File: src/rtl/serial_adder_ctrl_pkg.sv
// Shared constants for the bit-serial add/subtract controller.
package serial_adder_ctrl_pkg;

  localparam int unsigned DEFAULT_WIDTH = 8;

  localparam logic [1:0] ST_IDLE = 2'd0;
  localparam logic [1:0] ST_RUN  = 2'd1;
  localparam logic [1:0] ST_DONE = 2'd2;

endpackage

File: src/rtl/full_adder.sv
// Single-bit full adder cell shared in time by the serial controller.
module full_adder (
  input  logic ain,
  input  logic bin,
  input  logic cin,
  output logic sum,
  output logic cout
);

  assign sum  = ain ^ bin ^ cin;
  assign cout = (ain & bin) | (cin & (ain ^ bin));

endmodule

File: src/rtl/serial_adder_ctrl.sv
// Bit-serial add/subtract controller: one full_adder cell, LSB first, WIDTH cycles per op.
module serial_adder_ctrl
  import serial_adder_ctrl_pkg::*;
#(
  parameter int unsigned WIDTH = DEFAULT_WIDTH
) (
  input  logic             clk,
  input  logic             rst_n,
  input  logic             start,
  input  logic             sub,
  input  logic [WIDTH-1:0] a,
  input  logic [WIDTH-1:0] b,
  input  logic             cin,
  output logic             busy,
  output logic             done,
  output logic [WIDTH-1:0] sum,
  output logic             cout
);

  localparam int unsigned CW = (WIDTH > 1) ? $clog2(WIDTH) : 1;

  logic [1:0]       state, state_nxt;
  logic [WIDTH-1:0] a_sh, a_sh_d;
  logic [WIDTH-1:0] b_sh, b_sh_d;
  logic [WIDTH-1:0] r_sh, r_sh_d;
  logic             c, c_d;
  logic [CW-1:0]    cnt, cnt_d;
  logic             busy_d, done_d, cout_d;
  logic [WIDTH-1:0] sum_d;
  logic             fa_sum, fa_cout;
  logic             last_bit;
  logic [WIDTH-1:0] r_shifted;

  full_adder u_fa (
    .ain  (a_sh[0]),
    .bin  (b_sh[0]),
    .cin  (c),
    .sum  (fa_sum),
    .cout (fa_cout)
  );

  assign last_bit  = (cnt == CW'(WIDTH - 1));
  assign r_shifted = {fa_sum, r_sh[WIDTH-1:1]};

  // State register
  always_ff @(posedge clk or negedge rst_n) begin
    if (!rst_n) state <= ST_IDLE;
    else        state <= state_nxt;
  end

  // Next-state logic
  always_comb begin
    state_nxt = state;
    case (state)
      ST_IDLE: if (start) state_nxt = ST_RUN;
      ST_RUN:  if (last_bit) state_nxt = ST_DONE;
      ST_DONE: state_nxt = ST_IDLE;
      default: state_nxt = ST_IDLE;
    endcase
  end

  // Datapath and output register next values
  always_comb begin
    a_sh_d = a_sh;
    b_sh_d = b_sh;
    r_sh_d = r_sh;
    c_d    = c;
    cnt_d  = cnt;
    busy_d = busy;
    done_d = 1'b0;
    sum_d  = sum;
    cout_d = cout;
    case (state)
      ST_IDLE: begin
        if (start) begin
          a_sh_d = a;
          b_sh_d = sub ? ~b : b;
          c_d    = sub ? 1'b1 : cin;
          cnt_d  = '0;
          busy_d = 1'b1;
        end
      end
      ST_RUN: begin
        a_sh_d = a_sh >> 1;
        b_sh_d = b_sh >> 1;
        r_sh_d = r_shifted;
        c_d    = fa_cout;
        cnt_d  = cnt + CW'(1);
        if (last_bit) begin
          sum_d  = r_shifted;
          cout_d = fa_cout;
          done_d = 1'b1;
          busy_d = 1'b0;
        end
      end
      default: ;
    endcase
  end

  // Datapath and output registers
  always_ff @(posedge clk or negedge rst_n) begin
    if (!rst_n) begin
      a_sh <= '0;
      b_sh <= '0;
      r_sh <= '0;
      c    <= 1'b0;
      cnt  <= '0;
      busy <= 1'b0;
      done <= 1'b0;
      sum  <= '0;
      cout <= 1'b0;
    end else begin
      a_sh <= a_sh_d;
      b_sh <= b_sh_d;
      r_sh <= r_sh_d;
      c    <= c_d;
      cnt  <= cnt_d;
      busy <= busy_d;
      done <= done_d;
      sum  <= sum_d;
      cout <= cout_d;
    end
  end

endmodule

File: config.mk
export PLATFORM = sky130hd
export DESIGN_NAME = serial_adder_ctrl
export DESIGN_NICKNAME = d
export VERILOG_FILES = /design/src/rtl/serial_adder_ctrl_pkg.sv /design/src/rtl/full_adder.sv /design/src/rtl/serial_adder_ctrl.sv
export SDC_FILE = /design/constraint.sdc
export NUM_CORES = 1
export LEC_CHECK = 0
export BUFFER_PORTS_ARGS = -buffer_cell sky130_fd_sc_hd__buf_4
export CAP_MARGIN = 10
export CORE_ASPECT_RATIO = 0.7
export CORE_MARGIN = 1
export CORE_UTILIZATION = 41
export DETAILED_ROUTE_END_ITERATION = 10
export SYNTH_ARGS = -nofsm -noshare
export SYNTH_HDL_FRONTEND = slang
export SYNTH_HIERARCHICAL = 1
export SYNTH_SLANG_ARGS = --single-unit
File: constraint.sdc
create_clock -name clk -period 1.7 [get_ports clk]
set_input_delay 0.255 -clock clk [delete_from_list [all_inputs] [get_ports clk]]
set_output_delay 0.255 -clock clk [all_outputs]
set_load 0.005 [all_outputs]
=== After elaboration in Yosys (flattened, before gate mapping) ===
Cells that the tools add are included.

* Register bits: 41
* Output and inout port bits: 11
* Word-level logic and storage cells: 45

* Add/subtract/negate cells: 1
* Equality and inequality tests: 4
* Muxes and demuxes: 18
* Bitwise gates (word level): 6
* Reduce and logical (&&, ||, !) cells: 6

{| class="wikitable"
|+ Operator list
! cell !! count
|-
| one-hot mux 8 bit (2 select lines) || 2
|-
| two-way mux 8 bit || 3
|-
| NOT 8 bit || 1
|-
| two-way mux 1 bit || 6
|-
| one-hot mux 3 bit (2 select lines) || 1
|-
| AND reduction 2 bit || 3
|-
| two-way mux 2 bit || 2
|-
| != test 2 bit (second input constant) || 2
|-
| one-hot mux 1 bit (2 select lines) || 2
|-
| one-hot mux 2 bit (2 select lines) || 1
|-
| adder 3 x 1 -> 3 bit (second input constant) || 1
|-
| == test 3 bit (second input constant) || 1
|-
| two-way mux 3 bit || 1
|-
| AND reduction 3 bit || 1
|-
| bitwise AND 1 bit || 2
|-
| == test 2 x 1 -> 1 bit (second input constant) || 1
|-
| logical NOT 2 bit || 1
|-
| nonzero test 2 bit || 1
|-
| bitwise XOR 1 bit || 2
|-
| OR 1 bit || 1
|}

=== Logic depth before layout (Yosys ltp) ===
* Depth after elaboration: 4
* Mapped depth: 5

=== Modules after synthesis ===
Netlist, hierarchy kept.

{| class="wikitable"
|+ By module, submodules not included
! module !! instances !! cells an instance !! area an instance (um2)
|-
| serial_adder_ctrl || 1 || 159 || 1756.7
|-
| full_adder || 1 || 1 || 20.0
|}

=== Worst setup path before layout ===
Ideal clock, no wire load.

* Path kind: register -> register
* Start point: register cnt[0]
* End point: register sum[0]
* Setup time: 0.127 ns
* Arrival time: 1.253 ns
* Setup slack: 0.320 ns
* Stages on the path, launching flop included: 6
* Path buffers: 0
* Period minus slack after synthesis: 1.380 ns
* Cells stage by stage: dfrtp_1 > ha_1 > ha_1 > nand2_2 > inv_4 > mux2_1

* Longest elaborated chain between the ends: 2

{| class="wikitable"
|+ Ends and longest elaborated chain
! element !! RTL line !! text
|-
| from (decl) || serial_adder_ctrl.sv:27 || <nowiki>logic [CW-1:0] cnt, cnt_d;</nowiki>
|-
| from (signal assigned) || serial_adder_ctrl.sv:117 || <nowiki>cnt <= cnt_d;</nowiki>
|-
| == test 3 bit || serial_adder_ctrl.sv:42 || <nowiki>assign last_bit = (cnt == CW'(WIDTH - 1));</nowiki>
|-
| AND reduction 2 bit (no line) || -- ||
|-
| to (signal assigned) || serial_adder_ctrl.sv:120 || <nowiki>sum <= sum_d;</nowiki>
|-
| to (decl) || serial_adder_ctrl.sv:16 || <nowiki>output logic [WIDTH-1:0] sum,</nowiki>
|}

Every way passes these cells.
A chain may end at the register's enable or synchronous reset.

=== Worst setup path after layout ===
* Start point: register cnt[0]
* End point: register sum[5]

Same word-level chain as after synthesis.

==> flow_metrics.py <==
metrics = {
    "sta": {
        "setup_viol": 0,
        "finalHoldViolCount": 0,
        "finalWorstSetupSlack_ns": 0.198,
        "skew_ns": 0.00598,
        "worstMarginPinSlew_ns": 0.495,
        "rsz0062_at_grt": "false",
        "fin_crit_ns": 1.50,
        "max_freq_ghz": 0.666,
        "final_max_slew_viol_count": 0,
        "fin_setup_tns_ns": 0,
        "min_period_over_period": 0.884,
        "relSlewSlack": 0.670,
    },
    "power": {
        "power_frac_seq": 0.440,
        "powerDensity_mw_per_mm2": 1700,
        "internal_power_w": 0.00246,
        "pwr-share-comb": 0.355,
        "p_leak_nw": 1.05,
        "p_sw_frac": 0.332,
        "clockPowerShare": 0.205,
        "max-vdd-ir-drop_uv": 775,
        "total_power_w": 0.00368,
        "power.switching_w": 0.00122,
    },
    "global_route": {
        "antenna_found_initial": 0,
        "grt_pass1_wl_mm": 5.68,
        "grtUsageTotal": 0.169,
        "grt_pass1_vias": 1273,
        "grt_max_degree": 41,
        "grt.overflow.total": 0,
    },
    "detailed_routing": {
        "wirelength_mm": 3.24,
        "firstDrtPassIters": 4,
        "drtIter0Drc": 41,
        "routedWlPerCell_um": 13.1,
        "drc": 0,
        "route.met2.wl_mm": 1.44,
        "vias": 1205,
        "antenna_left": 0,
        "wl_met1_mm": 1.59,
        "dr_wl_met3_um": 156,
        "detail_route.vias_per_cell": 4.86,
        "top_layer": "met4",
    },
    "floorplan": {
        "rows": 19,
        "dieWidth_um": 80.7,
        "ios": 32,
        "initial_core_util": 0.440,
        "core-area_sq_mm": 0.00404,
        "die_area_sq_mm": 0.00460,
        "die_height_um": 57.1,
    },
    "critical_path": {
        "critPathLaunchType": "flip-flop",
        "critPathKind": "reg2reg",
        "r2r-start": "cnt[0]",
        "r2r_setup_slack_ns": 0.20,
        "crit_path_start": "cnt[0]",
        "cp_max_fo": 7,
        "endpoint_kind": "flip-flop",
        "cp_data_arrival_time_ns": 1.68,
        "cp_data_required_time_ns": 1.87,
    },
    "synthesis": {
        "synth.net_count": 184,
        "ys_types": 25,
        "yosys_warnings": 6,
        "ys_ff_latch": 40,
        "synth_area_sq_mm": 0.00178,
        "syn_avg_cell_area_sq_um": 11.1,
        "synth_cells": 160,
        "ys_seq_area_frac": 0.563,
    },
    "final_layout": {
        "final_cell_mix": "40 x dfrtp_1, 39 x nand2_1, 35 x buf_4, 13 x o21ai_1, 13 x mux2i_1",
        "finalNonFillerCells": 248,
        "final_common_cell": "dfrtp_1",
        "syn2layout_area_growth_pct": 22.2,
        "n_antenna_cell": 0,
        "nets": 219,
        "drive_above_1_share": 0.240,
    },
    "clock_tree": {
        "clockBufferDepth": 2,
        "path_clk_slew_ns": 0.08,
        "cts_buffers": 5,
        "cts_setup_buffers": 0,
        "cts_sinks": 40,
        "cts-root-buf": "clkbuf_8",
        "cts_tree": "yes",
        "clk_latency_ns": 0.29,
        "cts_max_level": 2,
    },
    "place": {
        "place_hpwl_mm": 2.27,
        "io_buffers": 31,
        "dp.cells": 239,
        "post-place-ws_ns": 0.191,
        "routabilityCongestion": 0.730,
    },
    "worst_hold_path": {
        "min-delay-start": "a[4]",
        "min_path_type": "in2reg",
    },
    "run_status": {
        "outcome": "finished, final reports clean",
    },
    "job": {
        "cap_violations": 0,
    },
}
-- cell families (layout without fill, tap and decap cells) --
logic type / Yosys count / count (layout) / synth area share
AO/OA/AOI/OAI: 27 / 27 / 0.0880
XOR/XNOR: 8 / 8 / 0.0394
adder cells (fa/ha/maj): 3 / 3 / 0.0254
buffers and inverters: 11 / 47 / 0.0366
flip-flops: 40 / 40 / 0.563
multiplexers: 22 / 22 / 0.130
AND/OR/NAND/NOR: 49 / 49 / 0.117
-- cells in the mapped netlist --
master	number	area (sq um)
nand2_2	1	6.26
nor2_1	2	7.51
buf_4	2	15.0
o21ai_0	6	30.0
nand2_1	39	146
and3b_1	1	8.76
dfrtp_1	40	1000
mux2_1	9	101
nor2b_2	1	8.76
fa_1	1	20.0
nand2b_1	1	6.26
ha_1	2	25.0
nor3_1	1	5.00
xor2_1	8	70.1
a21oi_1	4	20.0
o21ai_1	13	65.1
inv_1	2	7.51
inv_4	1	6.26
buf_6	1	11.3
mux2i_1	13	130
a22o_1	2	17.5
nor2b_1	3	18.8
buf_2	5	25.0
o21bai_2	1	11.3
o31ai_2	1	12.5
-- metrics by stage --
step | hold slack, ns | utilization | area [sq um]
after floorplan | -0.0406 | - | 1780
after global placement | 0.254 | 0.508 | 2050
after detailed placement | 0.258 | 0.508 | 2050
after CTS | 0.235 | 0.537 | 2170
after global routing | 0.258 | 0.537 | 2170
final | 0.240 | 0.537 | 2170
-- registers in the layout, indices dropped and copies added, names as in the netlist --
| signal | flops |
|---|---|
| a_sh | 8 |
| b_sh | 8 |
| sum | 8 |
| r_sh | 7 |
| cnt | 3 |
| state | 2 |
| busy | 1 |
| c | 1 |
| cout | 1 |
| done | 1 |
-- layer usage --
metal / global-route usage / vias to the layer above
li1: - / 602
met1: 0.224 / 570
met2: 0.257 / 25
met3: 0.0480 / 8
met4: 0.0842 / 0
met5: 0 / -
-- power by group through the flow --
| stage | sequential, W | combinational [W] | clock [W] |
|---|---|---|---|
| detailed placement | 0.00164 | 0.00133 | 0 |
| global placement | 0.00162 | 0.00128 | 0 |
| CTS | 0.00162 | 0.00134 | 0.000773 |
| finish | 0.00162 | 0.00131 | 0.000755 |
| floorplan | 0.00158 | 0.000925 | 0 |
| global route | 0.00167 | 0.00151 | 0.000821 |
-- worst paths after layout --
check / cells after the start / endpoint
worst max-delay path: 5 / sum[5]
worst min register to register: 2 / r_sh[1]
min in group asynchronous: 2 / b_sh[6]
worst max register to register: 5 / sum[5]
worst min-delay path: 3 / a_sh[4]
max in group asynchronous: 2 / a_sh[2]
-- area by class of cell --
class	instances	area (sq um)
clock inverters	2	35.0
flip-flops and latches	40	1000
multi-input cells	109	711
repair buffers	36	273
inverters	3	13.8
well taps	52	65.1
clock buffers	6	72.6
fillers	378	1870
-- worst max-delay path, cell delays in order, from the launching register on --
cell	delay, ns
dfrtp_1	0.40
ha_1	0.21
ha_1	0.22
nand2_2	0.16
inv_4	0.08
mux2_1	0.32
-- timing repair --
item | CTS | global route
gates resized for setup | 0 | 0
hold buffers | 1 | 0
endpoints found under the hold margin | 40 | 0
Note: power is estimated with default switching activity, not from simulation.
